===== src/rtl/stopwatch_top.sv =====
// Four-digit 7-segment stopwatch: debounced run/stop and clear buttons, cc/ss/mm/hh counters, multiplexed FND scan.
// Optional macro STOPWATCH_DP_BLINK_EN: blink the digit-2 decimal point at 1 Hz instead of lighting it steadily.

module stopwatch_debounce #(
   parameter int DEB_DIV = 1_000
) (
   input  logic clk,
   input  logic rst,
   input  logic i_btn,
   output logic o_pulse
);
   localparam int DW = (DEB_DIV > 1) ? $clog2(DEB_DIV) : 1;
   localparam logic [DW-1:0] DIV_MAX = DW'(DEB_DIV - 1);

   logic [1:0]    r_sync;
   logic [DW-1:0] r_div;
   logic [7:0]    r_shift;
   logic          r_level;
   logic          r_level_d;

   always_ff @(posedge clk or negedge rst) begin
      if (!rst) begin
         r_sync    <= '0;
         r_div     <= '0;
         r_shift   <= '0;
         r_level   <= 1'b0;
         r_level_d <= 1'b0;
      end else begin
         r_sync    <= {r_sync[0], i_btn};
         r_level_d <= r_level;
         if (r_div == DIV_MAX) begin
            r_div   <= '0;
            r_shift <= {r_shift[6:0], r_sync[1]};
         end else begin
            r_div <= r_div + 1'b1;
         end
         // Level only moves on a unanimous window; mixed windows hold it.
         if (&r_shift)
            r_level <= 1'b1;
         else if (~|r_shift)
            r_level <= 1'b0;
      end
   end

   assign o_pulse = r_level & ~r_level_d;
endmodule

module stopwatch_top #(
   parameter int TICK_DIV = 1_000_000,
   parameter int SCAN_DIV = 100_000,
   parameter int DEB_DIV  = 1_000
) (
   input  logic       clk,
   input  logic       rst,
   input  logic       sw0,
   input  logic       btnL_clear,
   input  logic       btnR_runstop,
   output logic [3:0] fnd_com,
   output logic [7:0] fnd_data
);
   localparam int PW = (TICK_DIV > 1) ? $clog2(TICK_DIV) : 1;
   localparam int SW = (SCAN_DIV > 1) ? $clog2(SCAN_DIV) : 1;
   localparam logic [PW-1:0] PRESC_MAX = PW'(TICK_DIV - 1);
   localparam logic [SW-1:0] SCAN_MAX  = SW'(SCAN_DIV - 1);

   typedef enum logic [1:0] {
      ST_STOP  = 2'd0,
      ST_RUN   = 2'd1,
      ST_CLEAR = 2'd2
   } state_t;

   state_t        r_state;
   state_t        w_next;
   logic          w_clear_pulse;
   logic          w_run_pulse;
   logic [1:0]    r_sw_sync;
   logic [PW-1:0] r_presc;
   logic [6:0]    r_cc;
   logic [5:0]    r_ss;
   logic [5:0]    r_mm;
   logic [4:0]    r_hh;
   logic [SW-1:0] r_scan_cnt;
   logic [1:0]    r_idx;
   logic [6:0]    w_hi;
   logic [6:0]    w_lo;
   logic [3:0]    w_digit;
   logic [7:0]    w_seg;
   logic          w_dp_on;
   logic [3:0]    r_com;
   logic [7:0]    r_data;

   stopwatch_debounce #(.DEB_DIV(DEB_DIV)) u_deb_clear (
      .clk     (clk),
      .rst     (rst),
      .i_btn   (btnL_clear),
      .o_pulse (w_clear_pulse)
   );

   stopwatch_debounce #(.DEB_DIV(DEB_DIV)) u_deb_run (
      .clk     (clk),
      .rst     (rst),
      .i_btn   (btnR_runstop),
      .o_pulse (w_run_pulse)
   );

   always_ff @(posedge clk or negedge rst) begin
      if (!rst) r_state <= ST_STOP;
      else      r_state <= w_next;
   end

   // Run/stop is checked first so it wins over a simultaneous clear in STOP.
   always_comb begin
      w_next = r_state;
      case (r_state)
         ST_STOP: begin
            if (w_run_pulse)        w_next = ST_RUN;
            else if (w_clear_pulse) w_next = ST_CLEAR;
         end
         ST_RUN:   if (w_run_pulse) w_next = ST_STOP;
         ST_CLEAR: w_next = ST_STOP;
         default:  w_next = ST_STOP;
      endcase
   end

   always_ff @(posedge clk or negedge rst) begin
      if (!rst) begin
         r_presc <= '0;
         r_cc    <= '0;
         r_ss    <= '0;
         r_mm    <= '0;
         r_hh    <= '0;
      end else if (r_state == ST_CLEAR) begin
         r_presc <= '0;
         r_cc    <= '0;
         r_ss    <= '0;
         r_mm    <= '0;
         r_hh    <= '0;
      end else if (r_state == ST_RUN) begin
         if (r_presc == PRESC_MAX) begin
            r_presc <= '0;
            if (r_cc == 7'd99) begin
               r_cc <= '0;
               if (r_ss == 6'd59) begin
                  r_ss <= '0;
                  if (r_mm == 6'd59) begin
                     r_mm <= '0;
                     r_hh <= (r_hh == 5'd23) ? 5'd0 : r_hh + 5'd1;
                  end else begin
                     r_mm <= r_mm + 6'd1;
                  end
               end else begin
                  r_ss <= r_ss + 6'd1;
               end
            end else begin
               r_cc <= r_cc + 7'd1;
            end
         end else begin
            r_presc <= r_presc + 1'b1;
         end
      end
   end

   always_ff @(posedge clk or negedge rst) begin
      if (!rst) begin
         r_sw_sync  <= '0;
         r_scan_cnt <= '0;
         r_idx      <= '0;
      end else begin
         r_sw_sync <= {r_sw_sync[0], sw0};
         if (r_scan_cnt == SCAN_MAX) begin
            r_scan_cnt <= '0;
            r_idx      <= r_idx + 2'd1;
         end else begin
            r_scan_cnt <= r_scan_cnt + 1'b1;
         end
      end
   end

   always_comb begin
      w_hi    = r_sw_sync[1] ? {2'b00, r_hh} : {1'b0, r_ss};
      w_lo    = r_sw_sync[1] ? {1'b0, r_mm}  : r_cc;
      w_digit = 4'd0;
      case (r_idx)
         2'd0: w_digit = 4'(w_lo % 7'd10);
         2'd1: w_digit = 4'(w_lo / 7'd10);
         2'd2: w_digit = 4'(w_hi % 7'd10);
         2'd3: w_digit = 4'(w_hi / 7'd10);
         default: w_digit = 4'd0;
      endcase
   end

   always_comb begin
      w_seg = 8'hC0;
      case (w_digit)
         4'd0: w_seg = 8'hC0;
         4'd1: w_seg = 8'hF9;
         4'd2: w_seg = 8'hA4;
         4'd3: w_seg = 8'hB0;
         4'd4: w_seg = 8'h99;
         4'd5: w_seg = 8'h92;
         4'd6: w_seg = 8'h82;
         4'd7: w_seg = 8'hF8;
         4'd8: w_seg = 8'h80;
         4'd9: w_seg = 8'h90;
         default: w_seg = 8'hFF;
      endcase
   end

`ifdef STOPWATCH_DP_BLINK_EN
   assign w_dp_on = (r_idx == 2'd2) && (r_cc < 7'd50);
`else
   assign w_dp_on = (r_idx == 2'd2);
`endif

   always_ff @(posedge clk or negedge rst) begin
      if (!rst) begin
         r_com  <= 4'b1110;
         r_data <= 8'hC0;
      end else begin
         r_com  <= ~(4'b0001 << r_idx);
         r_data <= w_dp_on ? (w_seg & 8'h7F) : w_seg;
      end
   end

   assign fnd_com  = r_com;
   assign fnd_data = r_data;
endmodule


===== config.mk =====
export PLATFORM = sky130hd
export DESIGN_NAME = stopwatch_top
export DESIGN_NICKNAME = d
export VERILOG_FILES = /design/src/rtl/stopwatch_top.sv
export SDC_FILE = /design/constraint.sdc
export NUM_CORES = 1
export LEC_CHECK = 0
export ABC_CLOCK_PERIOD_IN_PS = 5170
export BUFFER_PORTS_ARGS = -buffer_cell sky130_fd_sc_hd__buf_4
export CAP_MARGIN = 20
export CORE_ASPECT_RATIO = 1.25
export CORE_MARGIN = 5
export CORE_UTILIZATION = 26
export CTS_BUF_LIST = sky130_fd_sc_hd__clkbuf_4
export DETAILED_ROUTE_END_ITERATION = 8
export GPL_TIMING_DRIVEN = 1
export PLACE_DENSITY = 0.41
export RECOVER_POWER = 100
export SYNTH_ARGS = -nofsm -noshare
export SYNTH_HDL_FRONTEND = slang
export SYNTH_HIERARCHICAL = 1
export SYNTH_SLANG_ARGS = --single-unit

===== constraint.sdc =====
create_clock -name clk -period 5.17 [get_ports clk]
set_clock_uncertainty 0.2 [all_clocks]
set_input_delay 1.034 -clock clk [delete_from_list [all_inputs] [get_ports clk]]
set_output_delay 1.034 -clock clk [all_outputs]
set_load 0.01 [all_outputs]

---- Word-level counts from Yosys, hierarchy flattened ----
Memories as Yosys holds them, arrays and structs flattened.
Cells that the tools add are included.
word-level totals
  bits in registers ....................... 123
  bits in read-only memories .............. 112
  bits of input ports ..................... 5
  output and inout bits ................... 12
  word-level logic and storage cells ...... 114
  memories ................................ 1
memory list
  name             words  bits a word  read ports  clocked after memory_dff  wr ports  RTL line  text
  (no name shown)  16     7            1           0                         0         194       case (w_digit)
operators by class
  add/sub/neg operators ................... 9
  divide/modulo/power cells ............... 4
  eq/ne operators ......................... 17
  shift-type cells ........................ 1
  mux-type cells .......................... 40
  bitwise operators ....................... 5
  reductions and logical operators ........ 16
operator list
  kind                     number
  $mux W6                  12
  $mux W20                 3
  $mux W5                  7
  $mux W7                  5
  $add A10 B1 Y10 const B  2
  $add A20 B1 Y20 const B  1
  $eq A10 B10 Y1 const B   2
  $eq A20 B20 Y1 const B   1
  $mux W10                 2
  $add A17 B1 Y17 const B  1
  $eq A17 B17 Y1 const B   1
  $mux W17                 1
  $pmux W4 S4              1
  $reduce_and A8 Y1        2
  $reduce_or A8 Y1         2
  $div A7 B4 Y7 const B    2
  $mod A7 B4 Y7 const B    2
  $add A6 B1 Y6 const B    2
  $eq A6 B6 Y1 const B     2
  $reduce_bool A2 Y1       5
  $mux W8                  1
  $add A7 B1 Y7 const B    1
  $eq A7 B7 Y1 const B     1
  $eq A2 B2 Y1 const B     3
  18 further kinds         30

---- Longest topological paths before layout ----
  depth in word-level cells ............... 8
  depth in mapped cells ................... 23
  mapped depth without buffers ............ 21

---- Modules after synthesis ----
The synthesis kept the hierarchy.
modules (own cells, without submodules)
  module              times used  cells each  area an instance (sq um)  seq. area each (sq um)
  stopwatch_top       1           534         4923.5                    1956.9
  stopwatch_debounce  2           80          1024.7                    550.5

---- Least setup slack after synthesis ----
OpenSTA, ideal clock, no wires.
  path type ............................... register to register
  from .................................... register r_idx[0]
  to ...................................... register r_data[0], in the netlist fnd_data[0]
  setup time .............................. 0.119 ns
  data arrival time ....................... 3.961 ns
  data required time ...................... 4.851 ns
  setup slack ............................. 0.890 ns
  cell stages (with the launch flop) ...... 22
  path buffers ............................ 2
  period minus slack after synthesis ...... 4.280 ns
  path through ............................ dfrtp_1 -> ha_1 -> buf_2 -> clkbuf_1 -> nand3b_1 -> o21ai_0 -> nor2_1 -> nor2_1 -> ha_1 -> or2_1 -> a221oi_2 -> xor2_1 -> ha_1 -> a21o_1 -> o311ai_0 -> o31ai_1 -> o2bb2ai_1 -> inv_1 -> ha_1 -> nor2_1 -> o21ai_1 -> o21a_1
on the way
  cells in the longest elaborated chain, start to end .. 4
  elaborated cells on any way between the ends .. 7
  classes of those cells .................. 3 x eq/ne; 2 x mux; 1 x reduce/logical; 1 x memory
RTL lines
  element                               RTL line  text
  from (decl)                           83        logic [1:0] r_idx;
  from (signal assigned)                172       r_idx <= r_idx + 2'd1;
  $eq A2 B2 Y1 (tied with other cells)  183       case (r_idx)
  $pmux W4 S4 *                         183
  $mem_v2 Z16 W7 *                      n/a
  named net w_seg[0]                    87        logic [7:0] w_seg;
  $mux W8 *                             221       r_data <= w_dp_on ? (w_seg & 8'h7F) : w_seg;
  to (signal assigned)                  221
  to (decl)                             90        logic [7:0] r_data;
Mark *: on every way through the listed nets, which the timed path passes. The rest lies on a longest branch.
A chain may end at the register's enable or synchronous reset.

---- Final worst setup path ----
  from .................................... register r_idx[1]
  to ...................................... register r_data[0], in the netlist fnd_data[0]
The elaborated chain is that of the path after synthesis.

==> run_results.csv <==
group,metric,value,unit
status,result_of_the_run,"finished with violations",
status,failed_checks,"capacitance limit, slew limit",
synth,synth_mux_area_share,8.07,%
sta,timing.final.setup_violations,0,
setup_path,timing.critical_path.to_type,"flop",
setup_path,worst_path_largest_cell_delay,0.52,ns
setup_path,worst_path_most_repeated_cell,"sky130_fd_sc_hd__ha_1",
run,maxCapViolCount,1,
routing,drtAntennaViolNets,0,
place,gp_congestion,0.801,
grt,antenna_found_initial,1,
synth,post_synth_main_area_contributors,"sky130_fd_sc_hd__dfrtp_1 (42%), sky130_fd_sc_hd__ha_1 (4.3%), sky130_fd_sc_hd__o21ai_0 (3.5%)",
sta,finalCritPeriodShare,93.6,%
synth,ys_seq_area_share,43.9,%
synth,number_of_enable_flip_flop_cells_after_synthesis,0,
cts,cts.sinks,122,
min_path,hp-class,"flop to flop",
setup_path,path_delay_family,"compound AO/OA/AOI/OAI gates",
cts,clkSlewWorstSetupHoldPaths,0.13,ns
sta,final_number_of_hold_violating_endpoints,0,
power_and_ir_drop,internal_power,1.25,mW
die,floorplan.io_pins,17,
synth,synth_cells,694,
routing,first_pass_iters,4,
finish,final_util,28.4,%
routing,avgViaCountPerCell,4.90,
synth,synth_compound_area_share,13.7,%
setup_path,critPathLaunchType,"flop",
synth,yosys.area_share.xor_xnor,5.40,%
sta,min_period,4.84,ns
finish,fin_nets,738,
routing,routed-via-count,5235,
setup_path,crit_slowest_cell,"sky130_fd_sc_hd__ha_1",
cts,cts_made_buffers,17,
cts,cts_root_buffer,"sky130_fd_sc_hd__clkbuf_4",
die,design.die.area,0.0302,sq mm
synth,post_synth_and_or_nand_nor_area_fraction,21.3,%
synth,post_synth_arst_share,100,%
grt,grt_usage,10.5,%
cts,cts.htree.levels,4,
power_and_ir_drop,power.clock.fraction,41.2,%
power_and_ir_drop,power_per_cell_area,222,mW/mm^2
routing,post-route-drc-count,0,
setup_path,critical_path.cell_chain,"ha_1 > o21ai_0 > nor2_1 > nor2_1 > ha_1 > or2_0 > a221oi_2 > xor2_1 > ha_1 > a21o_1 > o311ai_0 > o31ai_1 > o2bb2ai_1 > inv_1 > ha_1 > nor2_1 > o21ai_1 > o21a_1",
sta,relative_slew_margins,-151,%
sta,total_neg_setup_slack,0,ns
place,place.detailed.hpwl,10.6,mm
routing,totalWireLength,15.0,mm
finish,finalInstanceArea,0.00756,sq mm
cts,post_cts_buffers,0,
power_and_ir_drop,static-leakage-power,3.17,nW
synth,synth_warn,6,
die,initial_core_util,26.2,%
setup_path,cp.buffers_inverters,1,
grt,maximum_number_of_pins_on_one_net_before_global_route_repair,68,
routing,detail_route.iter0.violations,181,
setup_path,criticalPathCategory,"flop to flop",
synth,synth_fa_ha_area_share,4.31,%
sta,slew_viols_final,68,
die,die_h,193,um
power_and_ir_drop,p_comb_share,1.6,%
place,post_place_instance_area,0.00742,sq mm
die,dieWidth,156,um
die,placeableCoreArea,0.0267,sq mm
synth,syn-cell-area,0.00697,sq mm
sta,grt_setup_unrepaired,"false",
synth,synth-seq-cells,122,
synth,yosys_most_used_dff,"sky130_fd_sc_hd__dfrtp_1",
synth,synthesis.nets,723,
power_and_ir_drop,totalPowerFinal,1.68,mW
cts,cts_repair_resize_count,0,
synth,syn-mean-instance-area,10.0,sq um
synth,synth_top_cell_area_share,42.3,%
power_and_ir_drop,switching_share_of_power,25.6,%
cts,cts_tree,"built",
setup_path,worst-endpoint-required,5.41,ns
power_and_ir_drop,p_seq_share,57.2,%
place,total_of_buffers_placed_on_input_and_output_ports,16,
synth,synth_top_family_by_area,"simple AND/OR/NAND/NOR gates",
finish,post_route_cells_drive_above_1_share,9.97,%
power_and_ir_drop,switching_power,0.429,mW
power_and_ir_drop,vdd_drop_max,122,uV
routing,wl_per_cell,14.1,um
cts,cts.path.max_buffers,2,
die,placement_rows,67,
grt,grt_pass1_vias,5137,
cts,holdBufCountCts,0,
synth,netlist_cell_types,74,
sta,max_slew.worst_pin.slew,3.77,ns
synth,yosys.area.top_type,"sky130_fd_sc_hd__dfrtp_1",
setup_path,worst_ep_arrival_time,5.08,ns
finish,syn_to_final_growth,8.47,%
cts,insertion_delay,0.53,ns
grt,first_pass_grt_wire_length,25.8,mm
setup_path,worstPathMaxFanout,15,
sta,max_freq,207,MHz
grt,overflow,0,
[cell usage in the layout (no fill, tap or decap), drive strengths merged, types with 7 or more instances in the layout]
cell	instances
ha	24
a21oi	13
nand2	59
and3	11
and2	14
dfrtp	118
o21ai	52
a211oi	7
nand4	12
nand3	38
mux4	9
nor2b	14
nand2b	11
nor2	62
inv	33
xor2	25
mux2	20
clkbuf	33
o31ai	10
xnor2	18
mux2i	9
[kinds of logic after synthesis]
family	Yosys count
buffers and inverters	53
adders and majority gates	24
and+or+nand+nor	275
DFF	122
AOI/OAI and AO/OA	139
muxes	38
xor gates and xnor gates	43
[path summary, 6_finish.rpt]
check / slack, ns / from / cells past startpoint / end
max: 0.33 / r_idx[1] / 18 / fnd_data[0]
min reg2reg: 0.16 / u_deb_clear/r_sync[0] / 0 / u_deb_clear/r_sync[1]
min: 0.16 / u_deb_clear/r_sync[0] / 0 / u_deb_clear/r_sync[1]
max reg2reg: 0.33 / r_idx[1] / 18 / fnd_data[0]
min in group asynchronous: 1.61 / rst / 1 / r_presc[5]
max in group asynchronous: 0.96 / rst / 2 / r_scan_cnt[10]
[layer usage]
| layer | vias to the layer above | wire length [um] | GRT usage [%] |
|---|---|---|---|
| met2 | 82 | 7360 | 17.8 |
| met1 | 2583 | 6980 | 13.0 |
| met5 | - | 0 | 0 |
| met4 | 0 | 252 | 3.81 |
| li1 | 2548 | - | - |
| met3 | 22 | 430 | 2.39 |
[power groups by stage]
stage / clock network [mW] / registers, mW / logic, mW
floorplan: 0 / 0.975 / 0.00712
finish: 0.691 / 0.959 / 0.0267
CTS: 0.729 / 0.959 / 0.0305
global placement: 0 / 0.977 / 0.0297
detailed placement: 0 / 0.977 / 0.0305
global route: 0.775 / 0.960 / 0.0328
[sequential cells by signal, indices dropped and copies added, names as in the netlist, 5 cells and up]
register,count
fnd_data,7
r_cc,7
r_hh,5
r_mm,6
r_presc,20
r_scan_cnt,17
r_ss,6
u_deb_clear/r_div,10
u_deb_clear/r_shift,8
u_deb_run/r_div,10
u_deb_run/r_shift,8
[synthesized netlist by cell type, types with 6 or more instances]
master and instances:
sky130_fd_sc_hd__a211oi_1 6, sky130_fd_sc_hd__a21oi_1 13, sky130_fd_sc_hd__and2_1 14, sky130_fd_sc_hd__and3_1 11, sky130_fd_sc_hd__buf_2 6, sky130_fd_sc_hd__clkbuf_1 12, sky130_fd_sc_hd__dfrtp_1 118, sky130_fd_sc_hd__ha_1 24
sky130_fd_sc_hd__inv_1 30, sky130_fd_sc_hd__mux2_2 8, sky130_fd_sc_hd__mux2_4 12, sky130_fd_sc_hd__mux2i_1 9, sky130_fd_sc_hd__mux4_2 9, sky130_fd_sc_hd__nand2_1 59, sky130_fd_sc_hd__nand2b_1 11, sky130_fd_sc_hd__nand3_1 38
sky130_fd_sc_hd__nand4_1 12, sky130_fd_sc_hd__nor2_1 62, sky130_fd_sc_hd__nor2b_1 14, sky130_fd_sc_hd__nor3_1 6, sky130_fd_sc_hd__nor4_1 6, sky130_fd_sc_hd__o21a_1 6, sky130_fd_sc_hd__o21ai_0 49, sky130_fd_sc_hd__o31ai_1 10
sky130_fd_sc_hd__xnor2_1 18, sky130_fd_sc_hd__xor2_1 25
[final cells by class]
type                       count  area [sq um]
clock buffer                  17           128
antenna                        1          2.50
multi-input combinational    519          3590
sequential                   122          3060
timing repair buffer          19          88.8
clock inverter                15           150
tap                          345           432
fill                        2840         19100
inverter                      30           113
[metrics by stage]
step | hold WS (ns) | setup slack [ns] | instances
2_1_floorplan | 0.131 | 0.890 | 694
3_3_place_gp | 0.136 | 0.564 | 1035
3_5_place_dp | 0.143 | 0.389 | 1035
4_1_cts | 0.171 | 0.382 | 1067
5_1_grt | 0.177 | 0.00795 | 1068
6_report | 0.163 | 0.332 | 1068
Power figures use the tool's default switching activity.
